### src/rtl/phase_clock_divider.sv
// phase_clock_divider
//   Multi-channel integer clock divider with a one-hot phase sequencer.
//   Each channel counts enabled cycles up to its divisor, emits a one-cycle
//   terminal-count pulse and toggles a 50% duty divided clock. Channel 0's
//   terminal count also rotates a one-hot phase vector.
//
// Ports
//   clkIn     in   1              single clock, rising edge
//   reset     in   1              synchronous active-high reset
//   enable    in   1              global count enable (low freezes everything)
//   divVal    in   NUM_CH*CNT_W   per-channel divisor, channel i at [i*CNT_W +: CNT_W]
//   clkOut    out  NUM_CH         registered divided clocks
//   tick      out  NUM_CH         registered terminal-count pulses
//   phaseOut  out  NUM_PH         registered one-hot phase vector
//
// Configuration
//   PHASE_DIV_SHADOW_LOAD_EN  when defined, each channel's divisor is captured
//                             only at reset and at that channel's terminal
//                             count, so period changes take effect cleanly at
//                             the next period boundary. When undefined, the
//                             divisor follows divVal every cycle.

module phase_clock_divider #(
    parameter int unsigned NUM_CH = 3,
    parameter int unsigned CNT_W  = 8,
    parameter int unsigned NUM_PH = 4
) (
    input  logic                      clkIn,
    input  logic                      reset,
    input  logic                      enable,
    input  logic [NUM_CH*CNT_W-1:0]   divVal,
    output logic [NUM_CH-1:0]         clkOut,
    output logic [NUM_CH-1:0]         tick,
    output logic [NUM_PH-1:0]         phaseOut
);

    // Per-channel counters
    logic [NUM_CH-1:0][CNT_W-1:0] cnt;

    // Divisor as presented on divVal, with 0 promoted to 1
    logic [NUM_CH-1:0][CNT_W-1:0] divNorm_c;

    // Divisor actually used for the terminal-count compare
    logic [NUM_CH-1:0][CNT_W-1:0] divCur_c;

    // Terminal count per channel (already qualified by enable)
    logic [NUM_CH-1:0]            termCount_c;

    // Normalise the raw divisors
    always_comb begin
        divNorm_c = '0;
        for (int i = 0; i < NUM_CH; i++) begin
            divNorm_c[i] = divVal[i*CNT_W +: CNT_W];
            if (divNorm_c[i] == '0) begin
                divNorm_c[i] = CNT_W'(1);
            end
        end
    end

`ifdef PHASE_DIV_SHADOW_LOAD_EN
    // Shadowed divisors, reloaded only at a period boundary
    logic [NUM_CH-1:0][CNT_W-1:0] divReg;

    always_ff @(posedge clkIn) begin
        if (reset) begin
            divReg <= divNorm_c;
        end else begin
            for (int i = 0; i < NUM_CH; i++) begin
                if (termCount_c[i]) begin
                    divReg[i] <= divNorm_c[i];
                end
            end
        end
    end

    always_comb begin
        divCur_c = divReg;
    end
`else
    // Divisor tracks the input directly
    always_comb begin
        divCur_c = divNorm_c;
    end
`endif

    // Terminal-count detect; >= lets a shrunken divisor wrap at once
    always_comb begin
        termCount_c = '0;
        for (int i = 0; i < NUM_CH; i++) begin
            termCount_c[i] = enable && (cnt[i] >= (divCur_c[i] - CNT_W'(1)));
        end
    end

    // Counters, ticks and divided clocks
    always_ff @(posedge clkIn) begin
        if (reset) begin
            cnt    <= '0;
            tick   <= '0;
            clkOut <= '0;
        end else begin
            for (int i = 0; i < NUM_CH; i++) begin
                if (termCount_c[i]) begin
                    cnt[i]    <= '0;
                    tick[i]   <= 1'b1;
                    clkOut[i] <= ~clkOut[i];
                end else if (enable) begin
                    cnt[i]  <= cnt[i] + CNT_W'(1);
                    tick[i] <= 1'b0;
                end else begin
                    tick[i] <= 1'b0;
                end
            end
        end
    end

    // One-hot phase sequencer stepped by channel 0
    always_ff @(posedge clkIn) begin
        if (reset) begin
            phaseOut <= NUM_PH'(1);
        end else if (termCount_c[0]) begin
            phaseOut <= {phaseOut[NUM_PH-2:0], phaseOut[NUM_PH-1]};
        end
    end

endmodule

### config.mk
export PLATFORM = sky130hd
export DESIGN_NAME = phase_clock_divider
export DESIGN_NICKNAME = d
export VERILOG_FILES = /design/src/rtl/phase_clock_divider.sv
export SDC_FILE = /design/constraint.sdc
export NUM_CORES = 1
export LEC_CHECK = 0
export ABC_AREA = 1
export CAP_MARGIN = 30
export CORE_ASPECT_RATIO = 0.5
export CORE_MARGIN = 2
export CORE_UTILIZATION = 45
export CTS_CLUSTER_DIAMETER = 80
export DETAILED_ROUTE_END_ITERATION = 12
export GPL_TIMING_DRIVEN = 0
export PLACE_DENSITY = 0.79
export SLEW_MARGIN = 20
export SYNTH_ARGS = -nofsm -noshare
export SYNTH_HDL_FRONTEND = slang
export SYNTH_SLANG_ARGS = --single-unit
### constraint.sdc
create_clock -name clkIn -period 6 [get_ports clkIn]
set_input_delay 1.2 -clock clkIn [delete_from_list [all_inputs] [get_ports clkIn]]
set_output_delay 1.2 -clock clkIn [all_outputs]
set_load 0.02 [all_outputs]
### Word-level counts from Yosys, hierarchy flattened

Cells that the tools add are included.

* output and inout bits: 10
* flip-flop bits (word level): 34
* bits of input ports: 27
* logic and storage cells: 35

* bitwise operators: 3
* muxes and demuxes: 6
* magnitude comparators: 3
* add/sub/neg operators: 6
* reduce and logical (&&, ||, !) cells: 9

Operators with widths (count)
* adder 8 x 1 -> 8 bit, second input constant: 3
* greater-or-equal comparator 8 bit: 3
* logical NOT 8 bit: 3
* 2-to-1 mux 8 bit: 3
* subtractor 8 x 1 -> 8 bit, second input constant: 3
* OR reduction 2 bit: 3
* logical AND 1 bit: 3
* 2-to-1 mux 1 bit: 3
* NOT 1 bit: 3

### Logic depth before layout (Yosys ltp)

Gate-level depths: netlist of run 1.

* word-level depth: 6
* depth in mapped cells: 18
* mapped depth without buffers: 18

### Worst setup path after synthesis of run 1

Ideal clock, no wire load.

* path type: input port to flip-flop
* start: input port divVal[7]
* end: register cnt[0] in the netlist's numbering
* data arrival time: 3.131 ns
* data required time: 5.884 ns
* stages on the path: 15
* setup time: 0.116 ns
* path buffers: 0
* path slack: 2.753 ns
* cell sequence: or2_2 o21bai_1 inv_1 ha_1 nand2_1 nor3_1 xor2_1 inv_1 ha_1 nand2_1 o21a_1 nand2_1 nand2_2 nand2_2 nor2_1

* longest elaborated chain between the ends: 6

Ends and longest elaborated chain
* start, declared: RTL line 31 `input logic [NUM_CH*CNT_W-1:0] divVal,`
* logical NOT 8 bit: RTL line 54 `if (divNorm_c[i] == '0) begin`
* 2-to-1 mux 8 bit *: RTL line 54
* subtractor 8 x 1 -> 8 bit *: RTL line 90 `termCount_c[i] = enable && (cnt[i] >= (divCur_c[i] - CNT_W'(1)));`
* greater-or-equal comparator 8 bit *: RTL line 90
* logical AND 1 bit *: RTL line 90
* OR reduction 2 bit (no line) *
* end signal, assigned by index: RTL line 107 `cnt[i] <= cnt[i] + CNT_W'(1);`
* end, declared: RTL line 38 `logic [NUM_CH-1:0][CNT_W-1:0] cnt;`

Mark *: on every way between the ends. The rest lies on a longest branch, timed or not.
A chain may end at the register's enable or synchronous reset.

### Final worst setup path of run 1

* start: input port divVal[3]
* end: register cnt[7] in the netlist's numbering

Same word-level chain as after synthesis.

==> results of run 1 <==
-- synth_stat cells --
| cell | number |
|---|---|
| o21ai_0 | 1 |
| xnor2_1 | 9 |
| inv_1 | 49 |
| buf_2 | 1 |
| nand2_4 | 2 |
| xor2_1 | 23 |
| mux2i_1 | 3 |
| nand3_2 | 2 |
| o21a_1 | 3 |
| nand4_1 | 10 |
| o21bai_1 | 1 |
| a21oi_1 | 6 |
| or2_2 | 1 |
| dfxtp_1 | 34 |
| nor2_1 | 49 |
| nand3_1 | 20 |
| nor2_2 | 3 |
| clkbuf_1 | 1 |
| o31ai_1 | 1 |
| nor3b_4 | 2 |
| nor3b_1 | 1 |
| nand2_1 | 75 |
| ha_1 | 30 |
| buf_6 | 1 |
| nor3_1 | 3 |
| nand2_2 | 2 |
| inv_2 | 1 |
-- area by class of cell --
class	instances	area, um^2	area share [%]
Multi-Input combinational cell	247	1530	51.7
Sequential cell	34	681	23.0
Timing Repair Buffer	36	360	12.2
Inverter	50	188	6.35
Tap cell	70	87.6	2.96
Clock buffer	7	86.3	2.92
Buffer	3	20.0	0.678
Clock inverter	1	5.00	0.169
-- registers in the layout, summed over array words and instances, names as in the netlist --
register,flops
tick,3
cnt,24
phaseOut,4
clkOut,3
-- worst register-to-register path, cell delays in order (launching register included) --
cell	delay (ns)
dfxtp_1	0.40
inv_1	0.06
ha_1	0.27
nand2_1	0.04
nor2_1	0.08
nor2_1	0.05
nand2_1	0.05
nand2_1	0.04
nand2_1	0.21
nand2_2	0.17
nand2_2	0.18
nor2_1	0.06
-- through the flow --
| step | setup WS, ns | instance area, um^2 | hold slack [ns] |
|---|---|---|---|
| 6_report | 2.16 | 2950 | 0.486 |
| 5_1_grt | 1.84 | 2950 | 0.513 |
| 4_1_cts | 2.15 | 2950 | 0.490 |
| 3_5_place_dp | 1.86 | 2860 | 0.482 |
| 3_3_place_gp | 1.98 | 2860 | 0.467 |
| 2_1_floorplan | 2.75 | 2410 | 0.501 |
-- report_power, final --
group	switching [mW]	internal (mW)	leakage [nW]
clock network	0.0825	0.0925	0.0482
registers	0.00459	0.230	0.275
logic	0.0488	0.0435	1.14
-- worst min-delay path by stage --
stage / start / to / slack [ns]
4_1_cts: phaseOut[2] / phaseOut[2] / 0.49
6_report: phaseOut[2] / phaseOut[2] / 0.49
2_1_floorplan: cnt[15] / cnt[15] / 0.50
3_3_place_gp: clkOut[1] / clkOut[1] / 0.47
5_1_grt: phaseOut[0] / phaseOut[0] / 0.51
3_5_place_dp: phaseOut[2] / phaseOut[2] / 0.48
-- metal layers --
layer | up-vias | GRT usage, % | part of all wire (%)
met1 | 979 | 18.6 | 45
met4 | 0 | 5.13 | 0.97
met5 | - | 0 | 0
li1 | 1141 | - | -
met2 | 28 | 32.8 | 52
met3 | 7 | 3.63 | 2.5
-- cells by family after synthesis --
logic type | synth area share, %
simple gates | 31.8
mux | 1.24
buf+inv | 8.60
compound gates | 3.01
flops | 28.2
xor+xnor | 11.6
fa+ha+maj | 15.5
==> summary.md, run 1 <==
| Metric | Value |
|---|---|
| Status | completed |
| Clk slew on worst S/H paths | 0.07 ns |
| RSZ-0062 raised after global routing | false |
| Synth top area cells | dfxtp_1, ha_1, nand2_1 |
| Via density | between 4 and 5 |
| RD Place Congestion | ~0.79 |
| Worst min-delay path class | reg -> reg |
| Power per Cell Area | 170 mW/mm^2 |
| Post-DP HPWL | ~4.0 mm |
| Resized Gates After CTS | 0 |
| WP buf/inv | 3 |
| # nets final | around 430 |
| Die Wd | approximately 110 um |
| FP Rows | 18 |
| Setup TNS | 0 ns |
| WP data required | around 6 ns |
| Origin of the critical flop-to-flop path | cnt[0] |
| CP endpoint | cnt[7] |
| Hold Path Cell Cnt | 2 |
| Post-CTS Hold Buffers | 0 |
| Post-detailed-routing wire length | between 4 and 5 mm |
| Clock Skews | slightly below 0.003 ns |
| Largest net degree at the start of global routing | 11 |
| Critical path depth in cells | 17 |
| F_max | approximately 0.26 GHz |
| Sequential area share after synthesis | between 20 and 30% |
| Fraction of layout cells with a size suffix above 1 | ~5.8% |
| Fillcell total | between 400 and 500 |
| MaxCap Viol Count | 0 |
| GRT Overall Usage | 17.0% |
| R2R depth | 11 |
| Worst path cell trace | clkdlybuf4s50_1, nor2_1, nand3_1, o21bai_1, inv_1, ha_1, nand2_1, nor3_1, xor2_1, inv_1, ha_1, nand2_1, o21a_1, nand2_1, nand2_2, nand2_2, nor2_1 |
| Placed cell count | 440 |
| Hold Vio Cnt, Final | 0 |
| Syn_area_per_cell | between 7 and 8 um^2 |
| Syn Std Cell Area | 0.00241 mm^2 |
| Slew Limit Fails | 0 |
| First-pass GRT wire length | 8.20 mm |
| Die area | 0.00600 mm^2 |
| Area Growth Syn to Fin | 22.3% |
| Detailed-router iteration count before antenna repair | 4 |
| Layout Utilization | 58.6% |
| Max incr delay on CP | 0.45 ns |
| Cells after synthesis | around 330 |
| LEAKAGE | between 1 and 1.5 nW |
| Netlist cell types | 27 |
| Setup bufs post-CTS | 0 |
| Routed Antenna Nets | 0 |
| Vias in the first global route | about 2,000 |
| CTS Sinks | 34 |
| Finished Layout Cells | between 400 and 500 |
| Arrival @ worst endpoint | 4.02 ns |
| Post-synth net total | roughly 400 |
| DR DRC count | 0 |
| Setup crit end kind | flop |
| Wire per inst | 11.1 um |
| Total of warnings raised by yosys | 0 |
| Slowest-stage cell, CP | clkdlybuf4s50_1 |
| Most frequent CP cell | nand2_1 |
| Yosys top cell by area | dfxtp_1 |
| Yosys reg bits | 34 |
| Crit share post-route | 64.0% |
| Most frequent cells in the layout | nand2_1, inv_1, nor2_1, clkdlybuf4s50_1, dfxtp_1 |
| Antenna violations before repair | 0 |
| Num CTS Buffers | 5 |
| Crit start category | primary input |
| IO Port Bufs | 36 |
| DR iter-0 viols | 56 |
| Clock tree from TritonCTS | built |
| Power, Total | approximately 0.50 mW |
| Vias | roughly 2,200 |
| Count of final setup violators | 0 |
| Top-area cell type share of the netlist area | between 20 and 30% |
| Actual slew at the worst max-slew pin | 0.424 ns |
| Final Critical Period | 3.84 ns |
| Commonest non-fill, non-tap cell in the layout | nand2_1 |
| CORE AREA | between 0.005 and 0.006 mm^2 |
| H-tree depth | 2 |
| GRT Residual Overflow | 0 |
| IO Count | 37 |
| Clk Latency, worst-skew pair | around 0.29 ns |
| Crit path max-delay family | simple AND/OR/NAND/NOR gates |
| CP Max Fanout | 8 |
| Worst Setup SP | divVal[3] |
| Clock buffer depth | 2 |
| Peak supply drop | roughly 0.083 mV |
| Die Y | between 50 and 60 um |
| Diode count | 0 |
| Initial Util | a little under half |
| WS Path Type | in -> reg |
| Rel. slew slack | 71.8% |
| Flop-to-flop setup slack | around 4.3 ns |
| Clk Tree Root Cell | clkbuf_8 |
| Reg2reg end | cnt[7] |
No activity file was read; power rests on OpenSTA's default activity.
==> run 2, diff against run 1 <==
--- a/config.mk
+++ b/config.mk
@@ -13,7 +13,7 @@
 export CTS_CLUSTER_DIAMETER = 80
 export DETAILED_ROUTE_END_ITERATION = 12
 export GPL_TIMING_DRIVEN = 0
-export PLACE_DENSITY = 0.79
+export PLACE_DENSITY = 0.81
 export SLEW_MARGIN = 20
 export SYNTH_ARGS = -nofsm -noshare
 export SYNTH_HDL_FRONTEND = slang
==> constraint.sdc (replaced) <==
create_clock -name clkIn -period 3.39 [get_ports clkIn]
set_input_delay 0.678 -clock clkIn [delete_from_list [all_inputs] [get_ports clkIn]]
set_output_delay 0.678 -clock clkIn [all_outputs]
set_load 0.02 [all_outputs]
==> summary.md, run 2 (same netlist as run 1, synthesis figures left out) <==
| Metric | Value |
|---|---|
| Status | completed |
| Worst path cell trace | clkdlybuf4s50_1, nor2_2, nand3_1, o21bai_1, inv_1, ha_1, nand2_1, nor3_1, xor2_1, inv_1, ha_1, nand2_1, o21a_1, nand2_2, nand2_2, nand2_4, nor2_1 |
| Num CTS Buffers | 5 |
| Area Growth Syn to Fin | 23.0% |
| Fillcell total | 456 |
| Initial Util | a little under half |
| Vias | about 2,200 |
| Final worst setup slack | 0.211 ns |
| Clock Skews | around 0.0033 ns |
| Die Y | 55.8 um |
| Final Critical Period | 3.18 ns |
| Actual slew at the worst max-slew pin | roughly 0.39 ns |
| Post-detailed-routing wire length | ~4.7 mm |
| Crit path max-delay family | simple AND/OR/NAND/NOR gates |
| Diode count | 0 |
| Slew Limit Fails | 0 |
| Peak supply drop | about 0.16 mV |
| DR iter-0 viols | 98 |
| H-tree depth | 2 |
| Clock tree from TritonCTS | built |
| Wire length on met1 | ~2.2 mm |
| Clock buffer depth | 2 |
| CORE AREA | just over 0.005 mm^2 |
| Routed Antenna Nets | 0 |
| Antenna violations before repair | 0 |
| Commonest non-fill, non-tap cell in the layout | nand2_1 |
| Vias in the first global route | around 2,100 |
| Worst min-delay path class | reg -> reg |
| WP buf/inv | 3 |
| Placed cell count | 440 |
| CP Max Fanout | 8 |
| WP data required | 3.57 ns |
| Fraction of layout cells with a size suffix above 1 | 6.88% |
| Arrival @ worst endpoint | around 3.4 ns |
| RSZ-0062 raised after global routing | false |
| CTS Sinks | 34 |
| WS Path Type | in -> reg |
| DR DRC count | 0 |
| Die Wd | about 110 um |
| Most frequent cells in the layout | nand2_1, inv_1, nor2_1, clkdlybuf4s50_1, dfxtp_1 |
| Routed wl met3 | between 150 and 200 um |
| Clk Latency, worst-skew pair | ~0.28 ns |
| Crit start category | primary input |
| First-pass GRT wire length | between 8 and 9 mm |
| Max incr delay on CP | between 0.4 and 0.5 ns |
| FP Rows | 18 |
| Rel. slew slack | between 70% and 80% |
| IO Count | 37 |
| Clk slew on worst S/H paths | 0.07 ns |
| RD Place Congestion | 0.799 |
| Top flop regs | cnt: 24 flops, phaseOut: 4 flops |
| Detailed-router iteration count before antenna repair | 4 |
| Finished Layout Cells | 448 |
| Power per Cell Area | between 200 and 300 mW/mm^2 |
| Die area | 0.00600 mm^2 |
| Crit share post-route | 93.8% |
| GRT Overall Usage | about 16% |
| MaxCap Viol Count | 0 |
| Slowest-stage cell, CP | clkdlybuf4s50_1 |
| Setup crit end kind | flop |
| # nets final | ~430 |
| Largest net degree at the start of global routing | 11 |
| IO Port Bufs | 36 |
| Via density | about 4.8 |
| Wire per inst | about 11 um |
| F_max | between 0.3 and 0.4 GHz |
| Count of final setup violators | 0 |
| Largest Register | cnt |
| GRT Residual Overflow | 0 |
| Met2 WL | 2.31 mm |
| Hold Vio Cnt, Final | 0 |
| Number of flip-flops in the largest register | 24 |
| Post-DP HPWL | between 3 and 4 mm |
| DR top layer | met4 |
| Clk Tree Root Cell | clkbuf_8 |
| Place WS | -0.232 ns |
| LEAKAGE | approximately 1.5 nW |
| Setup bufs post-CTS | 0 |
==> run 2: cell counts in the layout (fill, tap and decap cells not counted) <==
Identical to the previous run, type by type.
==> run 2: routing by layer <==
layer,vias up,track usage [%]
li1,1141,-
met1,985,18.2
met2,36,30.8
met3,6,3.51
met4,0,5.31
met5,-,0
==> run 2: stage by stage <==
step	area, um^2	hold WS, ns	TNS [ns]	power, mW	utilization [%]
CTS	2950	0.489	0	0.890	58.6
global route	2970	0.515	0	0.935	58.9
floorplan	2410	0.501	0	0.524	-
finish	2970	0.487	0	0.886	58.9
detailed placement	2860	0.477	-3.13	0.587	56.7
global placement	2860	0.468	-1.02	0.577	56.7
==> run 2: worst paths after layout <==
kind	from	to	slack [ns]	cells past startpoint
setup / recovery	divVal[3]	cnt[3]	0.21	17
setup reg to reg	cnt[0]	cnt[3]	1.75	11
hold reg to reg	phaseOut[0]	phaseOut[0]	0.49	2
hold / removal	phaseOut[0]	phaseOut[0]	0.49	2
==> run 2: cell type report <==
cell class | instances | area (um^2) | share of cell area (%)
Tap cell | 70 | 87.6 | 2.95
Buffer | 3 | 20.0 | 0.674
Clock buffer | 7 | 86.3 | 2.91
Timing Repair Buffer | 36 | 360 | 12.1
Clock inverter | 1 | 5.00 | 0.169
Sequential cell | 34 | 681 | 22.9
Multi-Input combinational cell | 247 | 1540 | 51.9
Inverter | 50 | 188 | 6.32
==> run 2: what timing repair did <==
| action | 4_1_cts | 5_1_grt |
|---|---|---|
| hold buffers | 0 | 0 |
| gates resized for setup | 0 | 5 |
| endpoints found under the setup margin | 0 | 20 |
==> run 2: tightest hold or removal path, delay by kind of cell, from the launching register on <==
family,cells,cell delay (ns)
flops,1,0.32
simple gates,2,0.11
==> run 2: power breakdown <==
| group | leakage [nW] | internal, mW | switching (mW) |
|---|---|---|---|
| clock network | 0.0482 | 0.164 | 0.144 |
| logic | 1.14 | 0.0773 | 0.0856 |
| registers | 0.275 | 0.407 | 0.00835 |
| total | 1.46 | 0.648 | 0.238 |
==> run 3, diff against run 2 <==
--- a/config.mk
+++ b/config.mk
@@ -6,7 +6,7 @@
 export NUM_CORES = 1
 export LEC_CHECK = 0
 export ABC_AREA = 1
-export CAP_MARGIN = 30
+export CAP_MARGIN = 25
 export CORE_ASPECT_RATIO = 0.5
 export CORE_MARGIN = 2
 export CORE_UTILIZATION = 45
==> results of run 3 <==
Same layout as run 2: the final DEF is identical, and so are final timing and power.
